[config.mk]
export PLATFORM = sky130hd
export DESIGN_NAME = seg_scan_driver
export DESIGN_NICKNAME = d
export VERILOG_FILES = /design/src/rtl/seg_scan_driver.sv
export SDC_FILE = /design/constraint.sdc
export NUM_CORES = 1
export LEC_CHECK = 0
export BUFFER_PORTS_ARGS = -buffer_cell sky130_fd_sc_hd__buf_2
export CAP_MARGIN = 15
export CORE_UTILIZATION = 35
export DETAILED_ROUTE_END_ITERATION = 10
export PLACE_DENSITY = 0.64
export SYNTH_ARGS = -nofsm -noshare
export SYNTH_HDL_FRONTEND = slang
export SYNTH_SLANG_ARGS = --single-unit
[constraint.sdc]
create_clock -name clk -period 3.3 [get_ports clk]
set_input_delay 0.165 -clock clk [delete_from_list [all_inputs] [get_ports clk]]
set_output_delay 0.165 -clock clk [all_outputs]
set_load 0.01 [all_outputs]
[src/rtl/seg_scan_driver.sv]
// -----------------------------------------------------------------------------
// seg_scan_driver
//
// Time-multiplexed 4-digit seven-segment scanner. It takes the hundreds, tens
// and units segment patterns plus a sign bit, and drives one shared segment
// bus and four active-low digit anodes. Digits are visited in the order
// sign -> hundreds -> tens -> units, one slot of REFRESH_DIV cycles each.
//
// A shadow (pending) register set holds a newly loaded value until the next
// frame boundary, so a frame never shows a mix of old and new digits. Optional
// leading-zero blanking hides a zero hundreds digit, and a zero tens digit that
// follows it. The first BLANK_CYCLES cycles of every slot turn all anodes off,
// which stops the previous digit from ghosting onto the next one.
//
// Parameters:
//   REFRESH_DIV   clock cycles per digit slot (4..65535)
//   BLANK_CYCLES  anode-off cycles at the start of each slot (< REFRESH_DIV)
//   ZERO_PAT      segment pattern treated as digit "0" for blanking
//   MINUS_PAT     pattern shown on the sign digit for negative values
//
// Ports:
//   clk         in   system clock
//   rst         in   asynchronous, active-high reset
//   seg_cent    in   hundreds pattern (bit0..6 = a..g, bit7 = dp, 1 = lit)
//   seg_dec     in   tens pattern, same encoding
//   seg_uni     in   units pattern, same encoding
//   sign        in   1 = value negative
//   load        in   single-cycle strobe capturing the four inputs above
//   lzb_en      in   1 = blank leading zeros (sampled every cycle)
//   seg_out     out  shared segment bus, 1 = lit, registered
//   an_out      out  digit anodes, active-low; [3] sign, [2] hundreds,
//                    [1] tens, [0] units; registered
//   pending     out  a loaded value is waiting for the next frame boundary
//   frame_done  out  one-cycle pulse after a frame boundary
// -----------------------------------------------------------------------------
module seg_scan_driver #(
    parameter int unsigned REFRESH_DIV  = 8,
    parameter int unsigned BLANK_CYCLES = 2,
    parameter logic [7:0]  ZERO_PAT     = 8'h3F,
    parameter logic [7:0]  MINUS_PAT    = 8'h40
) (
    input  logic       clk,
    input  logic       rst,
    input  logic [7:0] seg_cent,
    input  logic [7:0] seg_dec,
    input  logic [7:0] seg_uni,
    input  logic       sign,
    input  logic       load,
    input  logic       lzb_en,
    output logic [7:0] seg_out,
    output logic [3:0] an_out,
    output logic       pending,
    output logic       frame_done
);

    // -------------------------------------------------------------------------
    // Local constants and types
    // -------------------------------------------------------------------------
    localparam int unsigned PSC_W = (REFRESH_DIV > 1) ? $clog2(REFRESH_DIV) : 1;

    localparam logic [PSC_W-1:0] PSC_LAST  = PSC_W'(REFRESH_DIV - 1);
    localparam logic [PSC_W-1:0] PSC_BLANK = PSC_W'(BLANK_CYCLES);

    // Digit index doubles as the anode bit position.
    typedef enum logic [1:0] {
        DIG_UNI  = 2'd0,
        DIG_TEN  = 2'd1,
        DIG_HUN  = 2'd2,
        DIG_SIGN = 2'd3
    } dig_e;

    // One complete displayable value.
    typedef struct packed {
        logic [7:0] cent;
        logic [7:0] dec;
        logic [7:0] uni;
        logic       sign;
    } frame_t;

    // -------------------------------------------------------------------------
    // State
    // -------------------------------------------------------------------------
    logic [PSC_W-1:0] psc_q,        psc_d;
    dig_e             dig_q,        dig_d;
    frame_t           act_q,        act_d;
    frame_t           pend_q,       pend_d;
    logic             pending_q,    pending_d;
    logic [7:0]       seg_q,        seg_d;
    logic [3:0]       an_q,         an_d;
    logic             frame_done_q, frame_done_d;

    frame_t           in_frame;
    logic             slot_end;
    logic             boundary;
    logic             blank_phase;
    logic             blank_hun;
    logic             blank_ten;

    assign in_frame.cent = seg_cent;
    assign in_frame.dec  = seg_dec;
    assign in_frame.uni  = seg_uni;
    assign in_frame.sign = sign;

    assign slot_end    = (psc_q == PSC_LAST);
    assign boundary    = slot_end && (dig_q == DIG_UNI);
    assign blank_phase = (psc_q < PSC_BLANK);

    // Tens is only a leading zero when the hundreds digit was one as well.
    assign blank_hun = lzb_en && (act_q.cent == ZERO_PAT);
    assign blank_ten = blank_hun && (act_q.dec == ZERO_PAT);

    // -------------------------------------------------------------------------
    // State register
    // -------------------------------------------------------------------------
    // NOTE: clocked state uses non-blocking assignments so every register
    // samples the pre-edge value of every other register.
    always_ff @(posedge clk or posedge rst) begin
        if (rst) begin
            psc_q        <= '0;
            dig_q        <= DIG_SIGN;
            act_q        <= '0;
            pend_q       <= '0;
            pending_q    <= 1'b0;
            seg_q        <= 8'h00;
            an_q         <= 4'b1111;
            frame_done_q <= 1'b0;
        end else begin
            psc_q        <= psc_d;
            dig_q        <= dig_d;
            act_q        <= act_d;
            pend_q       <= pend_d;
            pending_q    <= pending_d;
            seg_q        <= seg_d;
            an_q         <= an_d;
            frame_done_q <= frame_done_d;
        end
    end

    // -------------------------------------------------------------------------
    // Scan sequencing: prescaler and digit index
    // -------------------------------------------------------------------------
    always_comb begin
        // NOTE: every combinational output gets a default first so no path
        // through the block can leave it unassigned and infer a latch.
        psc_d = psc_q + PSC_W'(1);
        dig_d = dig_q;

        if (slot_end) begin
            psc_d = '0;
            unique case (dig_q)
                DIG_SIGN: dig_d = DIG_HUN;
                DIG_HUN:  dig_d = DIG_TEN;
                DIG_TEN:  dig_d = DIG_UNI;
                default:  dig_d = DIG_SIGN;
            endcase
        end
    end

    // -------------------------------------------------------------------------
    // Load handshake: pending shadow registers and frame-boundary swap
    // -------------------------------------------------------------------------
    always_comb begin
        act_d        = act_q;
        pend_d       = pend_q;
        pending_d    = pending_q;
        frame_done_d = boundary;

        if (boundary) begin
            // A load landing exactly on the boundary goes straight to the
            // active set; otherwise a waiting value is promoted. Either way
            // nothing is left pending afterwards.
            if (load) begin
                act_d = in_frame;
            end else if (pending_q) begin
                act_d = pend_q;
            end
            pending_d = 1'b0;
        end else if (load) begin
            // Later loads simply overwrite earlier ones: last one wins.
            pend_d    = in_frame;
            pending_d = 1'b1;
        end
    end

    // -------------------------------------------------------------------------
    // Output stage: next segment/anode values from the current slot
    // -------------------------------------------------------------------------
    always_comb begin
        seg_d = 8'h00;
        an_d  = 4'b1111;

        if (!blank_phase) begin
            an_d = ~(4'b0001 << dig_q);
            unique case (dig_q)
                DIG_SIGN: seg_d = act_q.sign ? MINUS_PAT : 8'h00;
                DIG_HUN:  seg_d = blank_hun ? 8'h00 : act_q.cent;
                DIG_TEN:  seg_d = blank_ten ? 8'h00 : act_q.dec;
                default:  seg_d = act_q.uni;
            endcase
        end
    end

    assign seg_out    = seg_q;
    assign an_out     = an_q;
    assign pending    = pending_q;
    assign frame_done = frame_done_q;

endmodule

==> flow_summary_export.csv <==
group,metric,value,unit
placement,port_buffers,42,
sta,hold_viol_final,0,
layout,regArea,1730,sq um
floorplan,die_w,97.2,um
outcome,status,"finished clean",
synthesis,synth_area_leader_cell,"dfrtp_1",
power_and_ir_drop,ir_drop,0.000216,V
floorplan,io_pins,43,
synthesis,synth_most_common_cell,"dfrtp_1",
synthesis,netlist_area,3170,sq um
synthesis,yosys_warnings,0,
worst_setup_path,critPathLaunchType,"register",
layout,syn_to_final_growth,14.9,%
worst_setup_path,path_class,"register to register",
synthesis,ys_ff_latch,69,
floorplan,die_y,97.2,um
detailed_routing,ant_nets,0,
global_routing,grt_pass1_vias,2141,
global_routing,antenna_found_initial,0,
floorplan,dieArea,9450,sq um
synthesis,synth.yosys.seq_area_share,0.546,
global_routing,grtUsageTotal,0.141,
sta,period_share,0.702,
sta,fin_skew,7.20,ps
global_routing,grt_pass1_wl,10.4,mm
layout,fillers,887,
clock_network,cts_tree,"yes",
worst_setup_path,cpMostUsedCell,"ha_1",
detailed_routing,first_iter_violations,111,
worst_setup_path,arrival,2550,ps
detailed_routing,wl,5.94,mm
synthesis,synth_cell_types,32,
global_routing,grt_max_degree,51,
layout,diodes,0,
clock_network,postCtsSetupBuffers,0,
worst_setup_path,crit_slowest_cell,"nor2b_4",
detailed_routing,drc,0,
sta,fmax,0.432,GHz
synthesis,synth_largest_type_area_fraction,0.497,
sta,slew_headroom,0.341,
sta,worst_slack,983,ps
clock_network,htreeDepth,3,
synthesis,synth_nets,300,
global_routing,grt_overflow_total,0,
layout,layout.nets,340,
sta,period_needed,2320,ps
detailed_routing,vias,2038,
layout,multiInputGateArea,1320,sq um
power_and_ir_drop,power.leakage,1.78,nW
sta,rsz0062_at_grt,"no",
sta,setup_viol,0,
floorplan,start_util,0.362,
worst_setup_path,rr_worst_depth,6,
floorplan,coreArea,8760,sq um
flow_run,drv_cap,0,
detailed_routing,wl_per_cell,14.2,um
worst_setup_path,cpPeakStageDelay,500,ps
detailed_routing,firstDrtPassIters,4,
worst_setup_path,cp-end-kind,"register",
synthesis,ys_top_cells_by_area,"dfrtp_1 50%, mux2_4 9.5%, mux2i_1 7.9%",
worst_setup_path,path_cells,"ha_1 -> ha_1 -> and2_4 -> nor2b_4 -> buf_4 -> mux2_4",
synthesis,synthFlopType,"dfrtp_1",
placement,dp_slack,1000,ps
clock_network,insertion_delay,350,ps
hold_path,hp-class,"input pin to async pin",
clock_network,root_buffer,"clkbuf_8",
synthesis,syn_avg_cell_area,12.0,sq um
detailed_routing,viasPerCell,4.89,
synthesis,ys_top_cells_by_count,"63 x dfrtp_1, 42 x nand2_1, 34 x o21ai_0",
sta,worst_pin_slew,987,ps
worst_setup_path,reg2reg_setup_slack,980,ps
sta,tns,0,ps
clock_network,cts_sinks,69,
clock_network,path_clk_slew,70,ps
clock_network,numCtsBuffers,9,
worst_setup_path,worstPathMaxFanout,17,
worst_setup_path,crit_required,3530,ps
synthesis,syn_inst,264,
sta,slew_viol_final,0,
power_and_ir_drop,cellPowerDensity,501,nW/um^2
placement,dp_hpwl,4.23,mm
clock_network,clock_path_buffers,2,
placement,globalplace.congestion,0.782,
clock_network,post_cts_resized,0,
clock_network,cts_hold_repair.buffers,0,
layout,drive_gt1_frac,0.337,
synthesis,async_flop_share,1.00,
synthesis,synth_edf_count,0,
floorplan,num_rows,34,
[placed cells by master (no fill, tap or decap), drive strengths merged, types with 4 or more instances in the layout]
cell type / n
dfstp: 6
a21oi: 7
a31oi: 6
inv: 4
dfrtp: 63
mux2i: 25
o21ai: 35
o221a: 5
nor2: 9
nand2: 42
buf: 46
ha: 7
clkbuf: 13
mux2: 25
[cell type report]
type | count | share of cell area
well taps | 108 | 0.0371
inverters | 4 | 0.00412
flip-flops and latches | 69 | 0.476
clock inverters | 3 | 0.0120
multi-input cells | 174 | 0.362
clock buffers | 13 | 0.0436
repair buffers | 46 | 0.0659
[registers in the layout, summed over array words and instances (netlist names)]
signal	count
an_out	4
pend_q	25
pending	1
act_q	25
dig_q	2
psc_q	3
seg_out	8
frame_done	1
[metal layers]
metal	vias to the layer above	track usage	part of all wire
li1	1003	-	-
met2	45	0.205	0.44
met4	0	0.0509	0.016
met3	7	0.0518	0.052
met1	983	0.192	0.49
met5	-	0	0
[where the power goes]
part	leakage, nW	internal [mW]	switching (mW)
sequential	0.820	0.908	0.0446
clock	0.104	0.391	0.305
combinational	0.859	0.0949	0.0822
[worst paths after layout]
path	from	endpoint
hold reg to reg	psc_q[0]$_DFF_PP0_	psc_q[0]$_DFF_PP0_
hold / removal	rst	seg_out[7]$_DFF_PP0_
max in group asynchronous	rst	act_q[1]$_DFFE_PP0P_
setup / recovery	psc_q[0]$_DFF_PP0_	pend_q[3]$_DFFE_PP0P_
min in group clk	seg_dec[0]	pend_q[9]$_DFFE_PP0P_
setup reg to reg	psc_q[0]$_DFF_PP0_	pend_q[3]$_DFFE_PP0P_
[cell families (layout without fill, tap and decap cells)]
logic type | Yosys count | in the layout | synth area share
flops | 69 | 69 | 0.546
simple gates | 60 | 60 | 0.0867
compound gates | 57 | 57 | 0.107
buf+inv | 21 | 66 | 0.0410
fa+ha+maj | 7 | 7 | 0.0276
mux | 50 | 50 | 0.191
[worst max-delay path, delay by kind of cell, from the launching register on]
family | cells | cell delay, ps
muxes | 1 | 320
DFF | 1 | 390
buffers and inverters | 1 | 320
and+or+nand+nor | 2 | 690
adders and majority gates | 2 | 450
[through the flow]
stage	cells	util	hold WS [ps]	instance area [sq um]	total power, mW
finish	417	0.416	47.4	3650	1.83
global route	417	0.416	42.2	3650	1.92
CTS	417	0.416	44.4	3650	1.85
detailed placement	401	0.393	418	3440	1.15
global placement	401	0.393	412	3440	1.14
floorplan	264	-	313	3170	1.09
Power figures use the tool's default switching activity.
